[config.mk]
export PLATFORM = sky130hd
export DESIGN_NAME = tt_um_seq_divider
export DESIGN_NICKNAME = d
export VERILOG_FILES = /design/src/rtl/tt_um_seq_divider.sv
export SDC_FILE = /design/constraint.sdc
export NUM_CORES = 1
export LEC_CHECK = 0
export ABC_AREA = 1
export CORE_ASPECT_RATIO = 1.2
export CORE_UTILIZATION = 50
export DETAILED_ROUTE_END_ITERATION = 6
export GPL_TIMING_DRIVEN = 0
export PLACE_DENSITY = 0.73
export SETUP_SLACK_MARGIN = 0.15
export SLEW_MARGIN = 10
export SYNTH_ARGS = -nofsm -noshare
export SYNTH_HDL_FRONTEND = slang
export SYNTH_SLANG_ARGS = --single-unit
[constraint.sdc]
create_clock -name clk -period 2.4 [get_ports clk]
set_clock_uncertainty 0.1 [all_clocks]
set_input_delay 0.48 -clock clk [delete_from_list [all_inputs] [get_ports clk]]
set_output_delay 0.48 -clock clk [all_outputs]
set_load 0.02 [all_outputs]
[src/rtl/tt_um_seq_divider.sv]
// Sequential 8-bit unsigned restoring divider in the Tiny Tapeout user-module frame.
// Define DIV_RADIX4_EN to resolve two quotient bits per CALC cycle.
module tt_um_seq_divider (
    input  logic       clk,
    input  logic       rst_n,
    input  logic       ena,
    input  logic [7:0] ui_in,
    input  logic [7:0] uio_in,
    output logic [7:0] uo_out,
    output logic [7:0] uio_out,
    output logic [7:0] uio_oe
);

    localparam int unsigned W  = 8;
    localparam int unsigned CW = 3;
`ifdef DIV_RADIX4_EN
    localparam logic [CW-1:0] CNT_INIT = CW'(3);
`else
    localparam logic [CW-1:0] CNT_INIT = CW'(7);
`endif

    typedef enum logic [1:0] {ST_IDLE, ST_CALC, ST_DONE} state_t;

    state_t          state, state_nxt;
    logic [W-1:0]    a_q, b_q, q_q, qr_q, rr_q;
    logic [W:0]      r_q;
    logic [CW-1:0]   cnt_q;
    logic            start_q, done_q, dz_q;
    logic            start_go, dz_go, finish;
    logic            load_a, load_b, start, out_sel, start_edge;
    logic [W+1:0]    s1;
    logic [W:0]      r1, r_step;
    logic [W-1:0]    q1, q_step;

    assign load_a     = uio_in[0];
    assign load_b     = uio_in[1];
    assign start      = uio_in[2];
    assign out_sel    = uio_in[3];
    assign start_edge = start & ~start_q;

    wire unused_ok = &{1'b0, ena, uio_in[7:4], r_q[W], r1[W]};

    // One restoring step: returns {new partial remainder, quotient bit}.
    function automatic logic [W+1:0] div_step(input logic [W-1:0] r,
                                              input logic         qin,
                                              input logic [W-1:0] d);
        logic [W:0]   rs;
        logic [W+1:0] diff;
        rs   = {r, qin};
        diff = {1'b0, rs} - {2'b00, d};
        if (!diff[W+1]) div_step = {diff[W:0], 1'b1};
        else            div_step = {rs, 1'b0};
    endfunction

    always_comb begin
        s1 = div_step(r_q[W-1:0], q_q[W-1], b_q);
        r1 = s1[W+1:1];
        q1 = {q_q[W-2:0], s1[0]};
    end

`ifdef DIV_RADIX4_EN
    logic [W+1:0] s2;
    always_comb begin
        s2     = div_step(r1[W-1:0], q1[W-1], b_q);
        r_step = s2[W+1:1];
        q_step = {q1[W-2:0], s2[0]};
    end
`else
    always_comb begin
        r_step = r1;
        q_step = q1;
    end
`endif

    always_ff @(posedge clk or negedge rst_n) begin
        if (!rst_n) state <= ST_IDLE;
        else        state <= state_nxt;
    end

    always_comb begin
        state_nxt = state;
        start_go  = 1'b0;
        dz_go     = 1'b0;
        finish    = 1'b0;
        case (state)
            ST_IDLE, ST_DONE: begin
                if (start_edge) begin
                    if (b_q != '0) begin
                        state_nxt = ST_CALC;
                        start_go  = 1'b1;
                    end else begin
                        state_nxt = ST_DONE;
                        dz_go     = 1'b1;
                    end
                end
            end
            ST_CALC: begin
                if (cnt_q == '0) begin
                    state_nxt = ST_DONE;
                    finish    = 1'b1;
                end
            end
            default: state_nxt = ST_IDLE;
        endcase
    end

    // Operand, iteration and result registers.
    always_ff @(posedge clk or negedge rst_n) begin
        if (!rst_n) begin
            a_q     <= '0;
            b_q     <= '0;
            r_q     <= '0;
            q_q     <= '0;
            qr_q    <= '0;
            rr_q    <= '0;
            cnt_q   <= '0;
            start_q <= 1'b0;
            done_q  <= 1'b0;
            dz_q    <= 1'b0;
        end else begin
            start_q <= start;
            if (state != ST_CALC) begin
                if (load_a) a_q <= ui_in;
                if (load_b) b_q <= ui_in;
            end
            if (start_go) begin
                r_q    <= '0;
                q_q    <= a_q;
                cnt_q  <= CNT_INIT;
                done_q <= 1'b0;
                dz_q   <= 1'b0;
            end else if (dz_go) begin
                qr_q   <= 8'hFF;
                rr_q   <= a_q;
                dz_q   <= 1'b1;
                done_q <= 1'b1;
            end else if (state == ST_CALC) begin
                r_q   <= r_step;
                q_q   <= q_step;
                cnt_q <= cnt_q - CW'(1);
                if (finish) begin
                    qr_q   <= q_step;
                    rr_q   <= r_step[W-1:0];
                    done_q <= 1'b1;
                end
            end
        end
    end

    // Result select is a live mux so out_sel acts within the same cycle.
    always_comb begin
        uo_out  = out_sel ? rr_q : qr_q;
        uio_out = {1'b0, dz_q, done_q, (state == ST_CALC), 4'b0000};
        uio_oe  = 8'b0111_0000;
    end

endmodule

# ---- Yosys cells after proc, flatten, opt, wreduce, memory -nomap -nowiden
# Index checks and enable logic that the tools add are counted.
dict set report totals {
  register_bits 56
  inputBits 19
  out_inout_bits 24
  wordCells 73
}
dict set report op_classes {
  n_addsub 2
  eq_ne 6
  mux 35
  n_bitwise 3
  reduce_logical 16
}
# op n
set op_table {}
lappend op_table {{8-bit two-way mux} 13}
lappend op_table {{1-bit two-way mux} 14}
lappend op_table {{2-bit AND reduction} 5}
lappend op_table {{9-bit by 8-bit subtractor with 10-bit output} 1}
lappend op_table {{3-bit two-way mux} 3}
lappend op_table {{9-bit two-way mux} 1}
lappend op_table {{2-bit nonzero test} 4}
lappend op_table {{8-bit nonzero test} 1}
lappend op_table {{2-bit two-way mux} 3}
lappend op_table {{3-bit nonzero test} 2}
lappend op_table {{2-bit by 1-bit != test with 1-bit output, second input constant} 2}
lappend op_table {{2-bit != test, second input constant} 2}
lappend op_table {{2-bit case mux with 2 select lines} 1}
lappend op_table {{3-bit zero test} 1}
lappend op_table {{3-bit AND reduction} 1}
lappend op_table {{3-bit by 1-bit subtractor with 3-bit output, second input constant} 1}
lappend op_table {{2-bit by 1-bit equality test with 1-bit output, second input constant} 1}
lappend op_table {{2-bit equality test, second input constant} 1}
lappend op_table {{2-bit zero test} 1}
lappend op_table {{1-bit NOT} 2}
lappend op_table {{2-bit OR reduction} 1}
lappend op_table {{1-bit bitwise AND} 1}

# ---- Logic depth before layout (Yosys ltp)
# Gate-level depths: netlist of the first run.
dict set report depth {
  ltp_word 7
  mapped_depth 13
  ltp_nobuf 13
}

# ---- Least setup slack after synthesis of the first run
# No wires, ideal clock.
dict set report synth_timing {
  path_kind {register -> register}
  from {reg q_q[7]}
  to {reg rr_q[6]}
  t_arrival_ns 1.559
  t_required_ns 2.184
  slack_ns 0.624
  path_stages_with_launch 13
  n_path_buf 0
  synth_period_minus_slack_ns 1.776
  path_cell_list {dfrtp_1 -> inv_1 -> ha_1 -> inv_1 -> fa_1 -> nand2_1 -> nand2_1 -> nand3b_1 -> nand3b_1 -> nand3_1 -> nand3_1 -> nand2_1 -> nand2_1}
}
dict set report synth_via {
  elab_chain_cells 5
}
# item line
set synth_lines {}
lappend synth_lines {{start, declared} 25} ;# logic [W-1:0] a_q, b_q, q_q, qr_q, rr_q;
lappend synth_lines {{start signal, assigned} 128} ;# q_q <= a_q;
lappend synth_lines {{start signal, assigned} 139} ;# q_q <= q_step;
lappend synth_lines {{9-bit by 8-bit subtractor with 10-bit output} 50} ;# diff = {1'b0, rs} - {2'b00, d};
lappend synth_lines {{9-bit two-way mux} 51} ;# if (!diff[W+1]) div_step = {diff[W:0], 1'b1};
lappend synth_lines {{8-bit two-way mux} 141} ;# if (finish) begin
lappend synth_lines {{8-bit two-way mux} 137} ;# end else if (state == ST_CALC) begin
lappend synth_lines {{8-bit two-way mux} 132} ;# end else if (dz_go) begin
lappend synth_lines {{end signal, assigned} 134} ;# rr_q <= a_q;
lappend synth_lines {{end signal, assigned} 143} ;# rr_q <= r_step[W-1:0];
lappend synth_lines {{end, declared} 25}
# No other way between the ends. The select of a mux whose other input is x is not followed.
# A chain may end at the register's enable or synchronous reset.

# ---- Worst setup path in the final report of the first run
dict set report layout_timing {
  from {reg b_q[6]}
  to {reg rr_q[7]}
}
dict set report layout_via {
  elab_chain_cells 6
}
# item line
set layout_lines {}
lappend layout_lines {{start, declared} 25}
lappend layout_lines {{start signal, assigned} 124} ;# if (load_b) b_q <= ui_in;
lappend layout_lines {{branches (longest 6 deep; another with 9-bit by 8-bit subtractor with 10-bit output)} n/a}
# Parallel ways; which one is timed is not known. The select of a mux whose other input is x is not followed.

==> metrics.txt, run 1 <==
Worst-Margin Slew=0.6349 ns; crit path launch type=register; DRT iter0 DRCs=approximately 170; pwr/cell area=1487 nW/um^2; # H-tree levels=2; Slew Viols, Final=0; run status=finished clean; # DRC=0; final worst setup slack=0.3053 ns; first-pass GRT wire length=roughly 12000 um; P_leak=just under 2 nW; Syn Std Cell Area=3146 um^2; Max Freq=0.4774 GHz; worst rel slew slack=0.5767; Clk Latency, worst-skew pair=0.31 ns; syn_area_per_cell=7.903 um^2; RSZ-0062 raised after global routing=false; GPL Wtd Cong=0.8609; Initial Utilization=0.5199; final count of negative-setup-slack endpoints=0; met2 GRT Util=0.3972; share of cells above drive strength 1=0.1422; Post-Place Worst Slack=-0.3732 ns; Fin Setup TNS=0 ns; Routed Antenna Nets=0; Netlist cell types=34; dominant cells by area after synthesis=dfrtp_1 (45%), nand2_1 (15%), o21ai_0 (7.8%), inv_1 (6.1%), buf_4 (4.1%); met3 usage=0.03645; Non-Filler Instances=around 530; Synth area leader=dfrtp_1; #FFs+latches synth=56; DR vias/cell=slightly above 5; routing usage on met1=0.3072; GR Overflow Total=0; synth warn=0; Die Y=88.89 um; crit path DAT=between 2 and 2.5 ns; Area Overhead vs Synth=17.22%; Nets=472; Synth top cells by count=nand2_1 (122), dfrtp_1 (56), inv_1 (51); period utilization=0.8728; core area=6051 um^2; most numerous cell in the Yosys netlist=nand2_1; Antenna Cells=0; GRT Total Usage=0.2369; floorplan row count=31; initial antenna violation count=0; number of global-route vias before repair=2465; worst vdd rail ir drop=664.7 uV; CTS sink cnt=56; Reg clk slew, reported paths=0.10 ns; Tightest Hold Check Type=input port to async pin; post-DP HPWL=5359 um; DR pass1 iterations=4; Crit Path Category=register to register; total of max-cap violations=0; Routed WL=6880 um; EDFF count, synth=0; CTS Buf Count=5; CP endpoint kind=register; Max clock buf depth=2; dpl cells=516; Die W=74.41 um; Worst Path Required=2.50 ns; # port buffers=24; pin count of the biggest net entering global routing=30; Synth top area share=0.4455; Top FF cell, synth=dfrtp_1; GRT Max-Usage Layer=met2; Boundary Pins=43; CTS Root Cell=clkbuf_8; CTS tree=done; min Tclk post-route=2.095 ns; vias=2643; Seq/Total Area, Yosys=0.4455; Post-synth ARST share=1.000; Die Area=6613 um^2; CP max FO=10; WL/cell=roughly 13 um; reg2reg path depth=10; Syn Inst Count=approximately 400; Hold Violations, Final=0
-- cell families (layout without fill, tap and decap cells) --
| kind of cell | count (synthesis) | after routing | share of synthesized area |
|---|---|---|---|
| AO/OA/AOI/OAI | 65 | 65 | 0.1142 |
| XOR/XNOR | 4 | 4 | 0.01114 |
| adder cells (fa/ha/maj) | 11 | 11 | 0.04614 |
| buffers and inverters | 77 | 111 | 0.1142 |
| flip-flops | 56 | 56 | 0.4455 |
| other | 2 | 13 | 0.002388 |
| AND/OR/NAND/NOR | 183 | 183 | 0.2665 |
-- final timing paths --
check	start	to	slack (ns)
setup / recovery	b_q[6]$_DFFE_PN0P_	rr_q[7]$_DFFE_PN0P_	0.31
hold / removal	rst_n	b_q[6]$_DFFE_PN0P_	0.08
setup reg to reg	b_q[6]$_DFFE_PN0P_	rr_q[7]$_DFFE_PN0P_	0.31
hold reg to reg	done_q$_DFFE_PN0P_	done_q$_DFFE_PN0P_	0.38
max in group asynchronous	rst_n	rr_q[2]$_DFFE_PN0P_	1.55
min in group clk	done_q$_DFFE_PN0P_	done_q$_DFFE_PN0P_	0.38
-- sequential cells by signal, summed over array words and instances, names as in the netlist --
name,flops
a_q,8
b_q,8
q_q,8
qr_q,8
r_q,8
rr_q,8
cnt_q,3
state,2
done_q,1
dz_q,1
start_q,1
-- what timing repair did --
item	in CTS	in global routing
pin swaps	1	1
hold buffers	0	0
setup buffers	1	0
resized for setup	36	3
endpoints found under the setup margin	9	10
-- cells in the final DEF (no fill, tap or decap), types with 3 or more instances in the layout --
cell type / netlist / routed
o211ai_1: 4 / 4
dfrtp_1: 56 / 56
and2_1: 3 / 3
clkdlybuf4s15_2: 0 / 6
buf_4: 17 / 18
o21ai_0: 49 / 49
clkdlybuf4s50_1: 0 / 13
inv_1: 51 / 51
nand4_1: 9 / 9
nand2_1: 122 / 122
ha_1: 10 / 10
conb_1: 2 / 13
nand2_2: 9 / 8
nand3b_1: 4 / 4
a21oi_1: 4 / 4
nand3_1: 17 / 17
buf_2: 4 / 6
nor2_4: 3 / 3
nor2_1: 9 / 9
clkbuf_8: 0 / 6
-- area by class of cell --
type / instances / area (um^2)
flip-flops and latches: 56 / 1401
plain buffers: 24 / 173.9
fillers: 569 / 2364
well taps: 82 / 102.6
clock inverters: 2 / 38.79
inverters: 53 / 198.9
clock buffers: 6 / 72.57
repair buffers: 26 / 265.3
multi-input cells: 276 / 1434
-- per-layer routing --
layer / vias up / part of all wire
li1: 1327 / -
met1: 1220 / 0.44
met2: 79 / 0.49
met3: 17 / 0.038
met4: 0 / 0.030
met5: - / 0
-- report_power, final --
| group | switching, W | internal (W) | total [W] |
|---|---|---|---|
| Sequential | 0.000291 | 0.00140 | 0.00169 |
| Combinational | 0.00196 | 0.00121 | 0.00317 |
| Clock | 0.000308 | 0.000316 | 0.000623 |
-- worst max-delay path, stage by stage, from the launching register on --
cell,delay [ns]
dfrtp_1,0.36
inv_1,0.08
ha_1,0.35
nand2_1,0.08
nand2_1,0.10
a21oi_4,0.29
nand3_4,0.23
nand3_1,0.16
nand3_1,0.12
nand2_1,0.10
nand2_1,0.05
-- metrics by stage --
stage,instance area (um^2),power (W),hold WS (ns),util
CTS,3677,0.005474,0.1046,0.6077
floorplan,3187,0.003986,0.08441,-
global route,3687,0.006003,0.1311,0.6094
detailed placement,3545,0.004828,0.3645,0.5858
global placement,3530,0.004734,0.3573,0.5833
finish,3687,0.005483,0.08055,0.6094
Power figures use the tool's default switching activity.
==> inputs of run 2 (changes only) <==
==> constraint.sdc (replaced) <==
create_clock -name clk -period 2.4 [get_ports clk]
set_clock_uncertainty 0.1 [all_clocks]
set_input_delay 0.6 -clock clk [delete_from_list [all_inputs] [get_ports clk]]
set_output_delay 0.6 -clock clk [all_outputs]
set_load 0.02 [all_outputs]
==> run 2 against run 1 <==
Clock power barely moved. Via count unchanged. Highest routed layer unchanged. Largest cell class unchanged. Maximum frequency down 0.99%. Non-clock buffer count unchanged. Register-to-register slack is essentially flat. Clock-buffer cell count stayed put. Sequential share of layout area increased by 0.13 points.
==> metrics.txt, run 2 (same netlist as run 1, synthesis figures left out) <==
CTS Hold Buffers Added=0 (unchanged); CP max FO=10 (unchanged); crit path cell chain=inv_1 -> nor2_4 -> clkbuf_4 -> dlygate4sd2_1; GR Overflow Total=0 (unchanged); reg2reg path depth=10 (unchanged); CTS Buf Count=5 (unchanged); Area Overhead vs Synth=16.83%; clock share of power=0.114 (about the same); Max clock buf depth=2 (unchanged); slowest stage delay, CP=0.35 ns (about the same); Fin Setup TNS=0 ns (unchanged); Crit Path Category=register to output pin; vias=2643 (unchanged); instance area at placement=3545 um^2 (unchanged); DRT iter0 DRCs=165 (unchanged); Tightest Hold Check Type=input port to async pin; GRT Total Usage=0.2369 (unchanged); CTS tree=done; worst rel slew slack=0.5767 (unchanged); core area=6051 um^2 (unchanged); Clk Latency, worst-skew pair=0.31 ns (about the same); Hold Violations, Final=0 (unchanged); Sw Share=0.4672 (about the same); Routed WL=6882 um (about the same); GPL Wtd Cong=0.8609 (unchanged); CP endpoint kind=output pin; CP top delay family=buffers and inverters; Seq pwr share=0.309 (about the same); switching pwr=0.002560 W (about the same); first-pass GRT wire length=11760 um (unchanged); Worst-Margin Slew=0.6349 ns (unchanged); share of cells above drive strength 1=0.1445 (+0.002257); # H-tree levels=2 (unchanged); min Tclk post-route=2.116 ns (+0.02100 ns); Antenna Cells=0 (unchanged); Die Area=6613 um^2 (unchanged); # DRC=0 (unchanged); worst reg-to-reg setup slack=0.31 ns (about the same); number of global-route vias before repair=2465 (unchanged); RSZ-0062 raised after global routing=false; internal power=0.002919 W (-0.14%); Worst Path Required=1.70 ns (-0.80 ns); commonest non-fill, non-tap cell in the layout=nand2_1; post-DP HPWL=5359 um (unchanged); worst vdd rail ir drop=664.7 uV (unchanged); crit path launch type=register; # port buffers=24 (unchanged); Crit path buffers/inverters=3 (+2); Nets=472 (unchanged); Slowest-stage cell, CP=dlygate4sd2_1; P_leak=1.942 nW (-0.48%); run status=finished clean; Initial Utilization=0.5199 (unchanged); CTS sink cnt=56 (unchanged); Hold WS=0.2006 ns (+0.1200 ns); Die Y=88.89 um (unchanged); DR vias/cell=5.034 (unchanged); period utilization=0.8815 (+0.008749); Routed Antenna Nets=0 (unchanged); CTS Root Cell=clkbuf_8; Slew Viols, Final=0 (unchanged); commonest cells after routing, fill and taps aside=nand2_1 (122), dfrtp_1 (56), inv_1 (51), o21ai_0 (49), buf_4 (18); DR pass1 iterations=4 (unchanged); Comb power frac=0.578 (about the same); total of max-cap violations=0 (unchanged); Die W=74.41 um (unchanged); Max Freq=0.4727 GHz (-0.99%); crit path DAT=1.42 ns (-0.78 ns); final count of negative-setup-slack endpoints=0 (unchanged); Boundary Pins=43 (unchanged); Reg clk slew, reported paths=0.10 ns (about the same); pin count of the biggest net entering global routing=30 (unchanged); initial antenna violation count=0 (unchanged); floorplan row count=31 (unchanged); pwr/cell area=1491 nW/um^2 (+0.27%); critical path depth=4 (-6); WL/cell=13.11 um (about the same); final instance area=3675 um^2 (-0.34%)
run 2: what timing repair did:
action | 4_1_cts | 5_1_grt
setup endpoints to repair | 9 | 8
gates cloned | 0 | 0
pin swaps | 1 | 1
buffers inserted | 1 | 0
resized for setup | 39 | 4
hold endpoints to repair | 0 | 0
run 2: worst reg2reg max path, stage by stage, from the launching register on:
cell and delay [ns]:
dfrtp_1 0.36, inv_1 0.08, ha_1 0.35, nand2_1 0.08
nand2_1 0.10, a21oi_4 0.29, nand3_4 0.23, nand3_1 0.16
nand3_1 0.12, nand2_1 0.10, nand2_1 0.05
run 2: per-layer routing:
metal | GRT usage | part of all wire | vias to the layer above
met3 | 0.03645 | 0.038 | 17
met5 | 0 | 0 | -
met2 | 0.3972 | 0.49 | 79
li1 | - | - | 1327
met4 | 0.08919 | 0.029 | 0
met1 | 0.3072 | 0.44 | 1220
run 2: worst paths after layout:
kind                                  endpoint                 start
max                                 uio_out[4]  state[0]$_DFFE_PN0P_
min                         b_q[6]$_DFFE_PN0P_                 rst_n
max reg2reg                rr_q[7]$_DFFE_PN0P_    b_q[6]$_DFFE_PN0P_
min reg2reg                 done_q$_DFFE_PN0P_    done_q$_DFFE_PN0P_
max in group asynchronous  rr_q[2]$_DFFE_PN0P_                 rst_n
min in group clk            done_q$_DFFE_PN0P_    done_q$_DFFE_PN0P_
run 2: layout make-up:
cell class	instances	area, um^2
fillers	573	2376
multi-input cells	276	1434
flip-flops and latches	56	1401
repair buffers	26	252.7
inverters	53	198.9
plain buffers	24	173.9
well taps	82	102.6
clock buffers	6	72.57
clock inverters	2	38.79
run 2: metrics by stage:
| stage | utilization | power (W) | cells | setup slack (ns) |
|---|---|---|---|---|
| global route | 0.6073 | 0.005999 | 525 | 0.1449 |
| finish | 0.6073 | 0.005479 | 525 | 0.2843 |
| CTS | 0.6067 | 0.005470 | 525 | 0.1795 |
| global placement | 0.5833 | 0.004734 | 515 | -1.092 |
| floorplan | - | 0.003986 | 409 | 0.4138 |
| detailed placement | 0.5858 | 0.004828 | 516 | -0.6132 |
run 2: power by group through the flow:
stage | Sequential (W) | Combinational [W] | Clock, W
6_report | 0.00169 | 0.00316 | 0.000623
5_1_grt | 0.00175 | 0.00358 | 0.000672
4_1_cts | 0.00169 | 0.00314 | 0.000640
3_5_place_dp | 0.00171 | 0.00312 | 0
3_3_place_gp | 0.00169 | 0.00304 | 0
2_1_floorplan | 0.00161 | 0.00238 | 0
